<file path="config.mk">
export PLATFORM = sky130hd
export DESIGN_NAME = timer_multi
export DESIGN_NICKNAME = d
export VERILOG_FILES = /design/src/rtl/timer_multi.sv
export SDC_FILE = /design/constraint.sdc
export NUM_CORES = 1
export LEC_CHECK = 0
export ABC_CLOCK_PERIOD_IN_PS = 3200
export CORE_MARGIN = 4
export CORE_UTILIZATION = 40
export DETAILED_ROUTE_END_ITERATION = 8
export GPL_ROUTABILITY_DRIVEN = 0
export PLACE_DENSITY = 0.66
export RECOVER_POWER = 100
export SYNTH_ARGS = -nofsm -noshare
export SYNTH_HDL_FRONTEND = slang
export SYNTH_SLANG_ARGS = --single-unit
</file>
<file path="constraint.sdc">
create_clock -name clk -period 3.2 [get_ports clk]
set_input_delay 0.64 -clock clk [delete_from_list [all_inputs] [get_ports clk]]
set_output_delay 0.64 -clock clk [all_outputs]
set_load 0.01 [all_outputs]
</file>
<file path="src/rtl/timer_multi.sv">
// Multi-channel timer: prescaled up-counter with programmable TOP, N_MATCH compare
// channels and sticky interrupt flags. Define TIMER_MULTI_PWM_EN to build the PWM outputs.
module timer_multi #(
  parameter int unsigned WIDTH     = 8,
  parameter int unsigned N_MATCH   = 2,
  parameter logic [15:0] BASE_ADDR = 16'h0010
) (
  input  logic               clk,
  input  logic               rst,
  input  logic [15:0]        address,
  input  logic [7:0]         din,
  input  logic               w_en,
  input  logic               r_en,
  output logic [7:0]         dout,
  output logic               top_flag,
  input  logic               top_flag_clr,
  output logic [N_MATCH-1:0] match_flag,
  input  logic [N_MATCH-1:0] match_flag_clr,
  output logic [N_MATCH-1:0] pwm_out
);

  logic                            en_q, en_d, oneshot_q, oneshot_d;
  logic [3:0]                      ps_q, ps_d;
  logic [WIDTH-1:0]                count_q, count_d, top_q, top_d;
  logic [N_MATCH-1:0][WIDTH-1:0]   match_q, match_d;
  logic [7:0]                      temp_hi_q, temp_hi_d, rd_hi_q, rd_hi_d, dout_q, dout_d;
  logic [15:0]                     pre_cnt_q, pre_cnt_d;
  logic                            top_flag_q, top_flag_d;
  logic [N_MATCH-1:0]              match_flag_q, match_flag_d;

  logic                            sel, wr, rd, tick, count_wr, top_set, st_clr_top;
  logic [3:0]                      off;
  logic [15:0]                     pre_mask, count_ext, top_ext;
  logic [N_MATCH-1:0][15:0]        match_ext;
  logic [N_MATCH-1:0]              match_set, st_clr_match;
  logic [7:0]                      rdata;

  assign sel       = (address[15:4] == BASE_ADDR[15:4]);
  assign off       = address[3:0];
  assign wr        = w_en && sel;
  assign rd        = r_en && sel;
  assign count_wr  = wr && (off == 4'h2);
  assign count_ext = 16'(count_q);
  assign top_ext   = 16'(top_q);
  assign pre_mask  = (16'd1 << ps_q) - 16'd1;
  assign tick      = en_q && (pre_cnt_q == pre_mask);

  always_comb begin
    for (int k = 0; k < N_MATCH; k++) begin
      match_ext[k] = 16'(match_q[k]);
    end
  end

  // Counter, flags and register writes; bus writes are applied last so they win.
  always_comb begin
    en_d      = en_q;
    oneshot_d = oneshot_q;
    ps_d      = ps_q;
    count_d   = count_q;
    top_d     = top_q;
    match_d   = match_q;
    temp_hi_d = temp_hi_q;
    pre_cnt_d = pre_cnt_q;
    top_set   = 1'b0;
    match_set = '0;

    if (en_q) begin
      pre_cnt_d = tick ? 16'd0 : pre_cnt_q + 16'd1;
    end

    if (tick && !count_wr) begin
      if (count_q == top_q) begin
        count_d = '0;
        top_set = 1'b1;
        if (oneshot_q) begin
          en_d = 1'b0;
        end
      end else begin
        count_d = count_q + WIDTH'(1);
      end
      for (int k = 0; k < N_MATCH; k++) begin
        match_set[k] = (count_q == match_q[k]) && (match_q[k] <= top_q);
      end
    end

    if (wr) begin
      case (off)
        4'h0: begin
          en_d      = din[0];
          oneshot_d = din[1];
          ps_d      = din[5:2];
        end
        4'h2: begin
          count_d   = WIDTH'({temp_hi_q, din});
          pre_cnt_d = 16'd0;
        end
        4'h3: temp_hi_d = din;
        4'h4: top_d = WIDTH'({top_ext[15:8], din});
        4'h5: top_d = WIDTH'({din, top_ext[7:0]});
        default: begin
          for (int k = 0; k < N_MATCH; k++) begin
            if (off == 4'(6 + 2 * k)) begin
              match_d[k] = WIDTH'({match_ext[k][15:8], din});
            end else if (off == 4'(7 + 2 * k)) begin
              match_d[k] = WIDTH'({din, match_ext[k][7:0]});
            end
          end
        end
      endcase
    end

    st_clr_top   = wr && (off == 4'h1) && din[0];
    st_clr_match = (wr && (off == 4'h1)) ? din[N_MATCH:1] : '0;
    top_flag_d   = top_set | (top_flag_q & ~top_flag_clr & ~st_clr_top);
    match_flag_d = match_set | (match_flag_q & ~match_flag_clr & ~st_clr_match);
  end

  // Read mux; a COUNT_L read latches the high byte so a following COUNT_H read is coherent.
  always_comb begin
    rdata   = '0;
    rd_hi_d = rd_hi_q;
    case (off)
      4'h0: rdata = {2'b00, ps_q, oneshot_q, en_q};
      4'h1: rdata = 8'({match_flag_q, top_flag_q});
      4'h2: rdata = count_ext[7:0];
      4'h3: rdata = rd_hi_q;
      4'h4: rdata = top_ext[7:0];
      4'h5: rdata = top_ext[15:8];
      default: begin
        for (int k = 0; k < N_MATCH; k++) begin
          if (off == 4'(6 + 2 * k)) begin
            rdata = match_ext[k][7:0];
          end else if (off == 4'(7 + 2 * k)) begin
            rdata = match_ext[k][15:8];
          end
        end
      end
    endcase
    if (rd && (off == 4'h2)) begin
      rd_hi_d = count_ext[15:8];
    end
    dout_d = rd ? rdata : 8'h00;
  end

  always_ff @(posedge clk or posedge rst) begin
    if (rst) begin
      en_q         <= 1'b0;
      oneshot_q    <= 1'b0;
      ps_q         <= '0;
      count_q      <= '0;
      top_q        <= '0;
      match_q      <= '0;
      temp_hi_q    <= '0;
      rd_hi_q      <= '0;
      dout_q       <= '0;
      pre_cnt_q    <= '0;
      top_flag_q   <= 1'b0;
      match_flag_q <= '0;
    end else begin
      en_q         <= en_d;
      oneshot_q    <= oneshot_d;
      ps_q         <= ps_d;
      count_q      <= count_d;
      top_q        <= top_d;
      match_q      <= match_d;
      temp_hi_q    <= temp_hi_d;
      rd_hi_q      <= rd_hi_d;
      dout_q       <= dout_d;
      pre_cnt_q    <= pre_cnt_d;
      top_flag_q   <= top_flag_d;
      match_flag_q <= match_flag_d;
    end
  end

  assign dout       = dout_q;
  assign top_flag   = top_flag_q;
  assign match_flag = match_flag_q;

`ifdef TIMER_MULTI_PWM_EN
  logic [N_MATCH-1:0] pwm_q, pwm_d;

  always_comb begin
    for (int k = 0; k < N_MATCH; k++) begin
      pwm_d[k] = en_q && (count_q < match_q[k]);
    end
  end

  always_ff @(posedge clk or posedge rst) begin
    if (rst) begin
      pwm_q <= '0;
    end else begin
      pwm_q <= pwm_d;
    end
  end

  assign pwm_out = pwm_q;
`else
  assign pwm_out = '0;
`endif

endmodule

</file>
==> results of run 1 <==
path summary, 6_finish.rpt:
| kind | start | end | slack (ns) |
|---|---|---|---|
| worst min register to register | oneshot_q | oneshot_q | 0.54 |
| worst max register to register | ps_q[0] | count_q[7] | 0.11 |
| worst max-delay path | ps_q[0] | count_q[7] | 0.11 |
| max in group asynchronous | rst | dout[0] | 0.69 |
| worst min-delay path | oneshot_q | oneshot_q | 0.54 |
| min in group asynchronous | rst | match_ext[4] | 1.00 |
power breakdown:
part	internal, mW	switching [mW]
Combinational	0.0475	0.0607
Sequential	0.822	0.00102
Clock	0.300	0.295
Total	1.17	0.357
cell usage in the layout, fill, tap and decap left out, types with 5 or more instances in the layout:
master | Yosys | layout
dfrtp_1 | 65 | 65
nand2_1 | 43 | 43
xor2_1 | 43 | 43
nor2_1 | 36 | 36
clkdlybuf4s50_1 | 0 | 27
mux2_2 | 22 | 22
a21oi_1 | 22 | 22
buf_4 | 2 | 22
o21ai_0 | 19 | 19
ha_1 | 19 | 18
a31oi_1 | 15 | 15
nand2b_1 | 15 | 15
dlygate4sd3_1 | 0 | 14
and3_1 | 13 | 13
inv_1 | 13 | 13
clkbuf_8 | 0 | 10
clkbuf_1 | 28 | 10
or3_1 | 11 | 8
nand4_1 | 8 | 8
nand3_1 | 7 | 7
nor4_1 | 8 | 7
nand3b_1 | 7 | 7
nor4b_1 | 6 | 6
nor2b_1 | 6 | 6
a22oi_1 | 6 | 6
o31ai_1 | 6 | 6
o21bai_1 | 5 | 5
a21o_1 | 5 | 5
layout make-up:
cell class	count	area [sq um]
Inverter	13	48.8
Timing Repair Buffer	70	617
Multi-Input combinational cell	376	2640
Fill cell	1013	5580
Clock buffer	15	156
Tap cell	140	175
Sequential cell	65	1630
per-layer routing:
layer	up-vias	wire length [um]
met5	-	0
met4	0	435
met3	30	861
met2	179	5220
li1	1850	-
met1	1891	5680
kinds of logic (layout without fill, tap and decap cells):
kind of cell | after synthesis | after routing | synth area share (%)
AO/OA/AOI/OAI | 108 | 108 | 16.4
other | 1 | 2 | 0.0850
flip-flops | 65 | 65 | 36.9
adder cells (fa/ha/maj) | 19 | 19 | 5.39
buffers and inverters | 50 | 98 | 4.73
AND/OR/NAND/NOR | 177 | 177 | 21.4
multiplexers | 23 | 23 | 5.84
XOR/XNOR | 47 | 47 | 9.33
metrics by stage:
stage	total power [mW]	hold slack [ns]	utilization, %
after floorplan	0.883	0.465	-
after global placement	0.947	0.514	46.7
after detailed placement	0.948	0.523	46.7
after CTS	1.54	0.539	48.2
after global routing	1.59	0.569	48.6
final	1.53	0.537	48.6
critical path, stage by stage (launching register included):
cell       delay (ns)
dfrtp_1          0.38
or4_4            0.56
ha_4             0.20
o21a_1           0.11
or3_4            0.37
a2111oi_4        0.36
nand4_1          0.20
buf_6            0.20
or4_1            0.46
a31oi_1          0.17
flip-flops by register name, indices dropped and copies added (netlist names), 2 cells and up:
signal / count
pre_cnt_q: 16
count_q: 8
top_q: 8
ps_q: 4
match_ext: 16
dout: 8
match_flag: 2
what timing repair did:
action,CTS,global route
hold buffers,0,0
setup endpoints to repair,1,26
pin swaps,0,1
resized for setup,1,10
buffers inserted,0,0
==> flow_metrics.py, run 1 <==
metrics = {
    "status": {
        "status": "finished, final reports clean",
    },
    "route": {
        "drc": 0,
        "final_antenna_net_count": 0,
        "wl_mm": 12.2,
        "wl_per_cell_um": 18.0,
        "viasPerCell": 5.82,
        "vias": 3950,
        "firstDrtPassIters": 5,
        "drt_iter0_drc": 287,
    },
    "finish": {
        "antenna_cells": 0,
        "final_cell_count_no_fill": 679,
        "fin_area_sq_um": 5270,
        "area_growth_syn_to_layout_pct": 19.3,
        "nets": 585,
        "drive_gt1_share_pct": 12.1,
    },
    "logic_synthesis": {
        "synth.cell_area_sq_um": 4410,
        "postSynthCellCount": 490,
        "synth-async-reset-ratio_pct": 100,
        "synth_edf_count": 0,
        "synth_warnings": 0,
        "synth_cell_types": 57,
        "synthFlopType": "dfrtp_1",
        "ys_ff_latch": 65,
        "yosysTopAreaCell": "dfrtp_1",
        "yosysTopAreaCellShare_pct": 36.9,
        "synth_most_common_cell": "dfrtp_1",
        "ys_top_cells_by_count": "dfrtp_1 (65), nand2_1 (43), xor2_1 (43)",
        "synth_area_per_cell_sq_um": 9.01,
        "yosysSeqAreaShare_pct": 36.9,
        "synth.area.top_cells": "dfrtp_1 (37%), xor2_1 (8.5%), mux2_2 (5.6%)",
    },
    "sta": {
        "fin_setup_tns_ns": 0,
        "finalSetupViolations": 0,
        "slew-limit-headroom_pct": 27.6,
        "hold_viol": 0,
        "worstMarginPinSlew_ns": 1.09,
        "fin_ws_ns": 0.107,
        "finalCritPeriodShare_pct": 96.6,
        "finClkSkew_ns": 0.00742,
        "fmax_mhz": 323,
        "min_period_ns": 3.09,
        "slew_violations": 0,
        "rsz0062_at_grt": "yes",
    },
    "die": {
        "die_h_um": 113,
        "start_util_pct": 40.7,
        "io_pins": 44,
        "dieArea_sq_um": 12800,
        "design.core.area_sq_um": 10800,
        "die_w_um": 113,
        "rows": 38,
    },
    "setup_path": {
        "startpoint_type": "register",
        "crit_required_ns": 3.47,
        "worst_ep_arrival_time_ns": 3.37,
        "r2r_cells": 9,
        "end_kind": "register",
        "critPathMaxFanout": 17,
        "crit_type": "register to register",
    },
    "placed_design": {
        "portBuffers": 41,
        "hpwlAfterDp_mm": 9.06,
        "dp.cells": 664,
        "pre_cts_ws_ns": 0.0245,
        "dpl_cell_area_sq_um": 5060,
    },
    "global_route": {
        "top_usage_layer": "met1",
        "gr-total-overflow": 0,
        "use_met1_pct": 29.1,
        "grt_pass1_vias": 3717,
        "grt_max_degree": 28,
        "met2_usage_pct": 28.3,
        "globalRouteTotalUtil_pct": 19.6,
        "grt_pass1_wl_mm": 19.7,
        "grt_use_met3_pct": 3.10,
        "antenna_found_initial": 0,
    },
    "power_and_ir_drop": {
        "peakVddDrop_mv": 0.167,
        "power_density_nw_per_um2": 290,
        "p_leak_nw": 2.33,
    },
    "min_path": {
        "worst_hold_path.num_cells": 2,
        "hp-class": "register to register",
    },
    "clock_tree": {
        "path_clk_slew_ns": 0.06,
        "clock_path_buffers": 2,
        "htree_levels": 3,
        "cts_num_sinks": 65,
        "clock_latency_ns": 0.35,
        "tritoncts": "yes",
        "cts_made_buffers": 9,
        "clock-root-buffer": "clkbuf_8",
    },
    "run": {
        "cap_viol_max_count": 0,
    },
}
Power figures use the tool's default switching activity.
==> run 2, diff against run 1 <==
--- a/config.mk
+++ b/config.mk
@@ -8,6 +8,7 @@
 export ABC_CLOCK_PERIOD_IN_PS = 3200
 export CORE_MARGIN = 4
 export CORE_UTILIZATION = 40
+export CTS_BUF_LIST = sky130_fd_sc_hd__clkbuf_4 sky130_fd_sc_hd__clkbuf_8 sky130_fd_sc_hd__clkbuf_16
 export DETAILED_ROUTE_END_ITERATION = 8
 export GPL_ROUTABILITY_DRIVEN = 0
 export PLACE_DENSITY = 0.66
==> run 2 against run 1 <==
Register-to-register slack better by 0.03 ns. Hold slack worse by 0.0040 ns. Via count down 0.23%. Cell count unchanged. Global-route usage about the same. Combinational power about the same.
==> flow_metrics.py, run 2 (same netlist as run 1, synthesis figures left out) <==
metrics = {
    "status": {
        "status": "finished, final reports clean",
    },
    "power_and_ir_drop": {
        "power_density_nw_per_um2": 297,
        "internal-power_mw": 1.21,
        "p_sw_share_pct": 22.7,
        "power_switching_uw": 356,
        "combinationalPowerShare_pct": 6.9,
        "pwr-share-seq_pct": 52.5,
        "finalPower_mw": 1.57,
        "peakVddDrop_mv": 0.175,
        "clkPwrFrac_pct": 40.6,
        "p_leak_nw": 2.35,
    },
    "die": {
        "die_h_um": 113,
        "die_w_um": 113,
        "rows": 38,
        "io_pins": 44,
        "dieArea_sq_um": 12800,
        "design.core.area_sq_um": 10800,
        "start_util_pct": 40.7,
    },
    "setup_path": {
        "r2r_end": "count_q[7]",
        "ff2ff_setup_slack_ns": 0.13,
        "end_kind": "register",
        "worst_ep_arrival_time_ns": 3.34,
        "critPathMaxFanout": 17,
        "r2r_cells": 9,
        "startpoint_type": "register",
        "crit_type": "register to register",
        "crit_required_ns": 3.47,
        "timing.rr.start": "ps_q[0]",
    },
    "sta": {
        "slew_violations": 0,
        "hold_viol": 0,
        "slew-limit-headroom_pct": 27.1,
        "fmax_mhz": 326,
        "finClkSkew_ns": 0.00792,
        "min_period_ns": 3.07,
        "worstMarginPinSlew_ns": 1.09,
        "finalSetupViolations": 0,
        "fin_setup_tns_ns": 0,
        "finalCritPeriodShare_pct": 95.8,
    },
    "run": {
        "cap_viol_max_count": 0,
    },
    "placed_design": {
        "dpl_cell_area_sq_um": 5060,
        "hpwlAfterDp_mm": 9.06,
        "dp.cells": 664,
        "portBuffers": 41,
    },
    "finish": {
        "nets": 585,
        "final_common_cell": "dfrtp_1",
        "antenna_cells": 0,
        "final_cell_mix": "dfrtp_1 (65), nand2_1 (43), xor2_1 (43)",
        "fill_cells": 1005,
        "ff_latch_area_sq_um": 1630,
        "drive_gt1_share_pct": 13.0,
        "fin_area_sq_um": 5280,
        "final_cell_count_no_fill": 679,
        "area_growth_syn_to_layout_pct": 19.5,
        "multi_input_area_sq_um": 2630,
    },
    "min_path": {
        "whs_endpoint": "oneshot_q",
        "worst_hold_path.num_cells": 2,
        "hp-class": "register to register",
        "min_from": "oneshot_q",
    },
    "clock_tree": {
        "clock-root-buffer": "clkbuf_8",
        "tritoncts": "yes",
        "cts_num_sinks": 65,
        "clock_path_buffers": 2,
        "htree_levels": 3,
        "clock_latency_ns": 0.35,
        "cts_setup_buffers": 0,
        "path_clk_slew_ns": 0.07,
        "cts_hold_buf": 0,
        "cts_made_buffers": 9,
    },
    "route": {
        "wl_mm": 12.2,
        "final_antenna_net_count": 0,
        "wl_per_cell_um": 18.0,
        "vias": 3941,
        "viasPerCell": 5.80,
        "drt_iter0_drc": 274,
        "firstDrtPassIters": 5,
        "drc": 0,
    },
    "global_route": {
        "grt_max_degree": 28,
        "grt_pass1_vias": 3721,
        "globalRouteTotalUtil_pct": 19.6,
        "gr-total-overflow": 0,
        "grt_pass1_wl_mm": 19.7,
        "antenna_found_initial": 0,
    },
}
## run 2: per-layer routing
layer / share of wire [%] / track usage, %
met1: 46 / 29.1
met3: 7.8 / 3.10
met2: 43 / 28.4
met4: 3.4 / 8.41
met5: 0 / 0
## run 2: worst max path at each step
stage          slack, ns          to  depth (start not counted)    start
2_1_floorplan       0.12  count_q[0]                         11  ps_q[1]
3_3_place_gp        0.03  count_q[7]                          9  ps_q[0]
3_5_place_dp        0.02  count_q[7]                          9  ps_q[0]
4_1_cts            0.003  count_q[7]                          9  ps_q[1]
5_1_grt            -0.03  count_q[7]                         10  ps_q[1]
6_report            0.13  count_q[7]                          9  ps_q[0]
## run 2: stage by stage
step	setup slack [ns]	util (%)	hold slack, ns
final	0.134	48.7	0.533
after global routing	-0.0275	48.7	0.569
after CTS	0.00329	48.3	0.539
after detailed placement	0.0245	46.7	0.523
after global placement	0.0271	46.7	0.514
after floorplan	0.122	-	0.465
## run 2: final cells by class
cell class / count / area share (%)
clock buffer: 15 / 3.32
sequential: 65 / 30.8
multi-input combinational: 376 / 49.9
inverter: 13 / 0.925
timing repair buffer: 70 / 11.7
tap: 140 / 3.32
## run 2: power by group through the flow
stage | Sequential (mW) | Clock [mW] | Combinational [mW]
after floorplan | 0.838 | 0 | 0.0454
after global placement | 0.838 | 0 | 0.108
after detailed placement | 0.838 | 0 | 0.110
after CTS | 0.823 | 0.653 | 0.111
after global routing | 0.822 | 0.691 | 0.119
final | 0.823 | 0.637 | 0.108
## run 2: worst max-delay path, stage by stage (launching register included)
cell and delay [ns]:
dfrtp_1 0.38, or4_4 0.56, ha_4 0.20, o21a_1 0.11, or3_4 0.37, a2111oi_4 0.35
nand4_1 0.19, buf_6 0.20, or4_1 0.46, a31oi_1 0.16
## run 2: timing repair
| item | 4_1_cts | 5_1_grt |
|---|---|---|
| endpoints found under the hold margin | 0 | 0 |
| endpoints found under the setup margin | 1 | 26 |
| pin swaps | 0 | 2 |
| resized for setup | 1 | 10 |
